## src/rtl/hls_pkg.sv

```systemverilog
// Shared types and helpers for the HLS dot-product operator:
// FSM state encoding and the clog2 used to size the pair index.
package hls_pkg;

  typedef enum logic [1:0] {
    ST_IDLE = 2'd0,
    ST_CALC = 2'd1,
    ST_DONE = 2'd2
  } hls_state_t;

  // Ceiling log2; returns 0 for v <= 1.
  function automatic int unsigned clog2(input int unsigned v);
    int unsigned r;
    int unsigned x;
    r = 0;
    x = (v > 0) ? v - 1 : 0;
    while (x != 0) begin
      r = r + 1;
      x = x >> 1;
    end
    return r;
  endfunction

endpackage

```

## src/rtl/hls_mac_unit.sv

```systemverilog
// Combinational multiply-accumulate step: {carry, sum} = acc + a*b.
// The add is performed at RES_W+1 bits so the carry exposes overflow.
module hls_mac_unit #(
  parameter int unsigned ARG_W = 8,
  parameter int unsigned RES_W = 16
) (
  input  logic [RES_W-1:0] acc,
  input  logic [ARG_W-1:0] a,
  input  logic [ARG_W-1:0] b,
  output logic             carry_c,
  output logic [RES_W-1:0] sum_c
);

  localparam int unsigned PROD_W = 2 * ARG_W;
  localparam int unsigned SUM_W  = RES_W + 1;

  logic [PROD_W-1:0] prod;
  logic [SUM_W-1:0]  total;

  assign prod             = PROD_W'(a) * PROD_W'(b);
  assign total            = SUM_W'(acc) + SUM_W'(prod);
  assign {carry_c, sum_c} = total;

endmodule

```

## src/rtl/hls_dot_eval.sv

```systemverilog
// Multi-cycle HLS operator: return_val = bias + sum(a[i]*b[i]), one MAC per cycle.
// Optional macro HLS_DOT_SAT_EN: accumulator saturates once overflow is seen.
module hls_dot_eval
  import hls_pkg::*;
#(
  parameter int unsigned ARG_W     = 8,
  parameter int unsigned NUM_PAIRS = 4,
  parameter int unsigned RES_W     = 16
) (
  input  logic                       clk,
  input  logic                       reset,
  input  logic                       start,
  output logic                       busy,
  output logic                       finish,
  input  logic [NUM_PAIRS*ARG_W-1:0] arg_a,
  input  logic [NUM_PAIRS*ARG_W-1:0] arg_b,
  input  logic [RES_W-1:0]           bias,
  output logic [RES_W-1:0]           return_val,
  output logic                       ovf
);

  localparam int unsigned OPS_W = NUM_PAIRS * ARG_W;
  localparam int unsigned IDX_W = (NUM_PAIRS > 1) ? clog2(NUM_PAIRS) : 1;

  hls_state_t       state_q, state_d;
  logic [OPS_W-1:0] a_q, a_d, b_q, b_d;
  logic [RES_W-1:0] acc_q, acc_d, ret_d;
  logic [IDX_W-1:0] idx_q, idx_d;
  logic             ovf_int_q, ovf_int_d, ovf_d;

  logic [ARG_W-1:0] a_cur, b_cur;
  logic             mac_carry;
  logic [RES_W-1:0] mac_sum;

  assign a_cur = a_q[32'(idx_q) * ARG_W +: ARG_W];
  assign b_cur = b_q[32'(idx_q) * ARG_W +: ARG_W];

  hls_mac_unit #(
    .ARG_W(ARG_W),
    .RES_W(RES_W)
  ) u_mac (
    .acc    (acc_q),
    .a      (a_cur),
    .b      (b_cur),
    .carry_c(mac_carry),
    .sum_c  (mac_sum)
  );

  // Next-state and datapath update
  always_comb begin
    state_d   = state_q;
    a_d       = a_q;
    b_d       = b_q;
    acc_d     = acc_q;
    idx_d     = idx_q;
    ovf_int_d = ovf_int_q;
    ret_d     = return_val;
    ovf_d     = ovf;
    case (state_q)
      ST_IDLE: begin
        if (start) begin
          a_d       = arg_a;
          b_d       = arg_b;
          acc_d     = bias;
          idx_d     = '0;
          ovf_int_d = 1'b0;
          state_d   = ST_CALC;
        end
      end
      ST_CALC: begin
        ovf_int_d = ovf_int_q | mac_carry;
`ifdef HLS_DOT_SAT_EN
        acc_d     = ovf_int_d ? '1 : mac_sum;
`else
        acc_d     = mac_sum;
`endif
        idx_d     = idx_q + IDX_W'(1);
        if (idx_q == IDX_W'(NUM_PAIRS - 1)) begin
          ret_d   = acc_d;
          ovf_d   = ovf_int_d;
          idx_d   = '0;
          state_d = ST_DONE;
        end
      end
      ST_DONE: state_d = ST_IDLE;
      default: state_d = ST_IDLE;
    endcase
  end

  // State and registered outputs; reset abandons any call in flight
  always_ff @(posedge clk or negedge reset) begin
    if (!reset) begin
      state_q    <= ST_IDLE;
      a_q        <= '0;
      b_q        <= '0;
      acc_q      <= '0;
      idx_q      <= '0;
      ovf_int_q  <= 1'b0;
      return_val <= '0;
      ovf        <= 1'b0;
      busy       <= 1'b0;
      finish     <= 1'b0;
    end else begin
      state_q    <= state_d;
      a_q        <= a_d;
      b_q        <= b_d;
      acc_q      <= acc_d;
      idx_q      <= idx_d;
      ovf_int_q  <= ovf_int_d;
      return_val <= ret_d;
      ovf        <= ovf_d;
      busy       <= (state_d != ST_IDLE);
      finish     <= (state_d == ST_DONE);
    end
  end

endmodule

```

## config.mk

```make
export PLATFORM = sky130hd
export DESIGN_NAME = hls_dot_eval
export DESIGN_NICKNAME = d
export VERILOG_FILES = /design/src/rtl/hls_pkg.sv /design/src/rtl/hls_mac_unit.sv /design/src/rtl/hls_dot_eval.sv
export SDC_FILE = /design/constraint.sdc
export NUM_CORES = 1
export LEC_CHECK = 0
export CORE_ASPECT_RATIO = 1.5
export CORE_MARGIN = 2
export CORE_UTILIZATION = 40
export DETAILED_ROUTE_END_ITERATION = 16
export GPL_ROUTABILITY_DRIVEN = 0
export PLACE_DENSITY = 0.66
export SLEW_MARGIN = 40
export SYNTH_ARGS = -nofsm -noshare
export SYNTH_HDL_FRONTEND = slang
export SYNTH_SLANG_ARGS = --single-unit
```

## constraint.sdc

```tcl
create_clock -name clk -period 5.32 [get_ports clk]
set_clock_uncertainty 0.05 [all_clocks]
set_input_delay 0.798 -clock clk [delete_from_list [all_inputs] [get_ports clk]]
set_output_delay 0.798 -clock clk [all_outputs]
set_load 0.1 [all_outputs]
```

## After elaboration in Yosys (flattened, before gate mapping)

Cells that the tools add are included.

| storage, ports and cells | value |
|---|---|
| flip-flop bits (word level) | 104 |
| input port bits | 83 |
| logic and storage cells | 36 |

| operators by class | value |
|---|---|
| add/subtract/negate cells | 2 |
| multiply operators | 1 |
| equal/unequal tests | 4 |
| shift operators | 2 |
| multiplexer cells | 10 |
| bitwise logic cells | 1 |
| reduce and logical (&&, ||, !) cells | 6 |

Operators by type and width:

| operator | number |
|---|---|
| 32-bit by 6-bit variable part select with 8-bit output | 2 |
| 16-bit one-hot mux with 2 select lines | 1 |
| 16-bit by 16-bit adder with 17-bit output | 1 |
| 8-bit by 8-bit multiplier with 16-bit output | 1 |
| 16-bit 2-to-1 mux | 1 |
| 2-bit 2-to-1 mux | 4 |
| 2-bit one-hot mux with 2 select lines | 2 |
| 2-bit AND reduction | 3 |
| 2-bit == test, second input constant | 2 |
| 2-bit nonzero test | 2 |
| 2-bit by 1-bit adder with 2-bit output, second input constant | 1 |
| 2-bit by 1-bit == test with 1-bit output, second input constant | 1 |
| 2-bit zero test | 1 |
| 2-bit != test, second input constant | 1 |
| 1-bit one-hot mux with 2 select lines | 1 |
| 1-bit 2-to-1 mux | 1 |
| 1-bit bitwise OR | 1 |

## Logic depth before layout (Yosys ltp)

| logic depth | value |
|---|---|
| depth after elaboration | 5 |
| depth in mapped cells | 21 |

## Cells and area by module

A second synthesis with hierarchy kept.

| unflattened totals | value |
|---|---|
| cell total of the unflattened synthesis | 624 |
| area total of the unflattened synthesis | 7479.7 µm² |

Modules (own cells, without submodules):

| module | times used | cells each | area an instance (µm²) | sequential area each (µm²) |
|---|---|---|---|---|
| hls_dot_eval | 1 | 297 | 4792.1 | 2602.5 |
| hls_mac_unit | 1 | 327 | 2687.6 | 0.0 |

## Worst setup path after synthesis

OpenSTA, ideal clock, no wires.

| path | value |
|---|---|
| path type | flip-flop to flip-flop |
| start | register idx_q[0] |
| end | register ovf_int_q |
| library setup time | 121 ps |
| arrival time | 5052 ps |
| data required time | 5149 ps |
| setup slack | 97 ps |
| stages on the path, launching flop included | 20 |
| buffers on the path | 2 |
| clock period less this slack | 5223 ps |
| path through | dfrtp_1 > buf_2 > buf_6 > mux4_2 > nand2_1 > fa_1 > fa_1 > inv_1 > fa_1 > inv_1 > fa_1 > inv_1 > ha_1 > a21o_1 > a31oi_1 > o21ai_2 > a31oi_4 > a21oi_2 > xnor2_1 > a22o_1 |

| on the way | value |
|---|---|
| cells in the longest elaborated chain, start to end | 5 |
| elaborated cells on any way between the ends | 6 |
| those cells by class | 1 x add/sub; 1 x mul; 2 x shift; 1 x mux; 1 x bitwise |

Ends and longest elaborated chain:

| item | line | source |
|---|---|---|
| start: declaration | hls_dot_eval.sv:28 | `logic [IDX_W-1:0] idx_q, idx_d;` |
| start signal: assignment | hls_dot_eval.sv:108 | `idx_q <= idx_d;` |
| 32-bit by 6-bit variable part select with 8-bit output (on tied branches) | hls_dot_eval.sv:35, hls_dot_eval.sv:36 |  |
| 8-bit by 8-bit multiplier with 16-bit output * | hls_mac_unit.sv:20 | `assign prod = PROD_W'(a) * PROD_W'(b);` |
| 16-bit by 16-bit adder with 17-bit output * | hls_mac_unit.sv:21 | `assign total = SUM_W'(acc) + SUM_W'(prod);` |
| 1-bit bitwise OR * | hls_dot_eval.sv:71 | `ovf_int_d = ovf_int_q \| mac_carry;` |
| 1-bit one-hot mux with 2 select lines * | hls_dot_eval.sv:59 | `case (state_q)` |
| end signal: assignment | hls_dot_eval.sv:109 | `ovf_int_q <= ovf_int_d;` |
| end: declaration | hls_dot_eval.sv:29 | `logic ovf_int_q, ovf_int_d, ovf_d;` |

Every way passes the cells marked *; elsewhere a longest branch is shown, timed or not.
A chain may end at the register's enable or synchronous reset.

## Worst setup path after layout

Same ends and word-level chain as after synthesis.

==> metrics <==
nets=1,031; # H-tree levels=3; measured slew at the worst slew-check pin=706 ps; Max Cap Viol=0; Worst R2R Start=idx_q[0]; Iter 0 DRT Violations=196; Crit Path Max Fanout=7; post-synth top area share=37.2%; Final Non-Filler Cells=1,077; cell count after synthesis=753; Cell Area, Synth=6990 um2; DP Worst Slack=65.3 ps; DRT Pass-1 Iters=4; Slew Viols, Final=0; fmax=0.194 GHz; Die Span X=112 um; Synth top cells by count=nand2_1, dfrtp_1, inv_1; ys async rst share=100%; crit path DAT=5330 ps; Worst R2R End=ovf_int_q; dpl hpwl=12,200 um; vias per inst=4.83; Max clock buf depth=2; Detailed Route WL=15,700 um; Num CTS Buffers=9; Die Y=166 um; ranking of synthesized cells by area=dfrtp_1, fa_1, nand2_1; Setup-failing EPs final=0; run status=finished, final reports clean; fraction of final layout cells with drive strength greater than 1=11.3%; clk_lat worst skew=350 ps; antenna cells=0; full die area=18,600 um2; initial antenna violation count=0; post-synth net total=924; biggest area consumer among synthesized cells=dfrtp_1; final setup margin=178 ps; fin crit share=96.6%; clk slew on worst S/H paths=80 ps; Worst setup EP type=flop; syn_area_per_cell=9.29 um2; Cells after DPL=1,053; most common cell in the netlist=nand2_1; number of synthesized flops with an enable pin=0; final antenna-violating net count=0; Max-slew headroom=52.9%; worst reg2reg setup slack=180 ps; row cnt=59; Vias=5,202; Worst Setup Start Kind=flop; area of the multi-input gates=3920 um2; largest net degree at the start of global routing=68; first-pass GRT wire length=26,100 um; Seq/Total Area, Yosys=37.2%; CTS Sinks=104; Hold Path Class=input pin to asynchronous set/reset pin; CTS tree=yes; Avg WL per Cell=14.6 um; r2r worst-path depth=17; Tmin final=5140 ps; TNS Setup=0 ps; Crit Path Class=flop to flop; Layout fillers=1,705; GRT overflow=0; IO buf count=101; I/O pin count=102; Synth cell types=50; initial cell density of the core=40.5%; endpoints failing hold=0; WP data required=5510 ps; clock root buffer=clkbuf_16; vias in the first global route=5,443; area of the core=17,300 um2; Total GRT Usage=17.4%; Synth Register Bits=104; area grow syn2layout=23.0%; synth warn=0; Post-route DRC=0; FF/Latch Area=2600 um2; Primary FF master, synth=dfrtp_1
-- worst max-delay path, stage by stage, from the launching register on --
cell and delay [ps]:
dfrtp_2 430, clkbuf_16 180, mux4_2 590, and2_1 190, fa_1 450, fa_1 510, fa_1 490, inv_1 50
fa_1 520, inv_1 70, ha_4 260, a21o_1 190, a31oi_1 190, o21ai_2 130, a31oi_4 320, a21oi_2 90
xnor2_1 130, a22o_1 190
-- metal layers --
| metal | wire [um] | GRT usage (%) |
|---|---|---|
| met4 | 328 | 5.30 |
| met3 | 482 | 2.48 |
| met5 | 0 | 0 |
| met2 | 8220 | 30.9 |
| met1 | 6680 | 21.9 |
-- worst max path at each step --
stage,end,slack [ps],from
floorplan,ovf_int_q,100,idx_q[0]
global placement,ovf_int_q,140,idx_q[0]
detailed placement,ovf_int_q,70,idx_q[0]
CTS,ovf_int_q,70,idx_q[0]
global route,acc_q[13],-30,idx_q[0]
finish,ovf_int_q,180,idx_q[0]
-- cell type report --
class | count | share of cell area, %
multi-input cells | 517 | 45.6
flip-flops and latches | 104 | 30.3
repair buffers | 124 | 13.0
inverters | 104 | 4.54
well taps | 213 | 3.10
clock buffers | 11 | 2.82
clock inverters | 4 | 0.611
-- flip-flops by register name, indices dropped and copies added (netlist names) --
register and count:
ovf 1, ovf_int_q 1, busy 1, a_q 32, return_val 16, state_q 2
acc_q 16, finish 1, b_q 32, idx_q 2
-- stage by stage --
step           utilization, %  hold slack (ps)  instance area [um2]
6_report                 49.8              409                 8600
5_1_grt                  49.8              448                 8600
4_1_cts                  49.0              426                 8460
3_5_place_dp             47.3              409                 8170
3_3_place_gp             47.8              403                 8260
2_1_floorplan               -              390                 6990
-- cell families after synthesis --
group                    after synthesis  synth area share (%)
multiplexers                          20                  5.80
AND/OR/NAND/NOR                      316                  19.0
XOR/XNOR                              12                  1.50
buffers and inverters                132                  7.48
adder cells (fa/ha/maj)               88                  21.2
AO/OA/AOI/OAI                         81                  7.80
flip-flops                           104                  37.2
-- layout by cell type (no fill, tap or decap), types with 5 or more instances in the layout --
cell	n
buf_4	21
ha_1	32
buf_2	19
nand2_1	247
mux4_2	16
clkbuf_16	10
a22oi_1	5
fa_1	51
a21oi_1	18
dfrtp_1	103
xor2_1	7
and2_1	31
nor2_1	11
o21ai_0	14
inv_1	104
o21ai_1	13
xnor2_1	5
clkdlybuf4s50_1	81
-- what timing repair did --
action	in CTS	in global routing
resized for setup	0	9
hold buffers	0	0
hold endpoints to repair	0	0
setup buffers	0	8
setup endpoints to repair	0	13
Power is left out: the tool's default activity adds up to more than one toggle a clock period on the data nets, which glitch-free logic cannot reach.
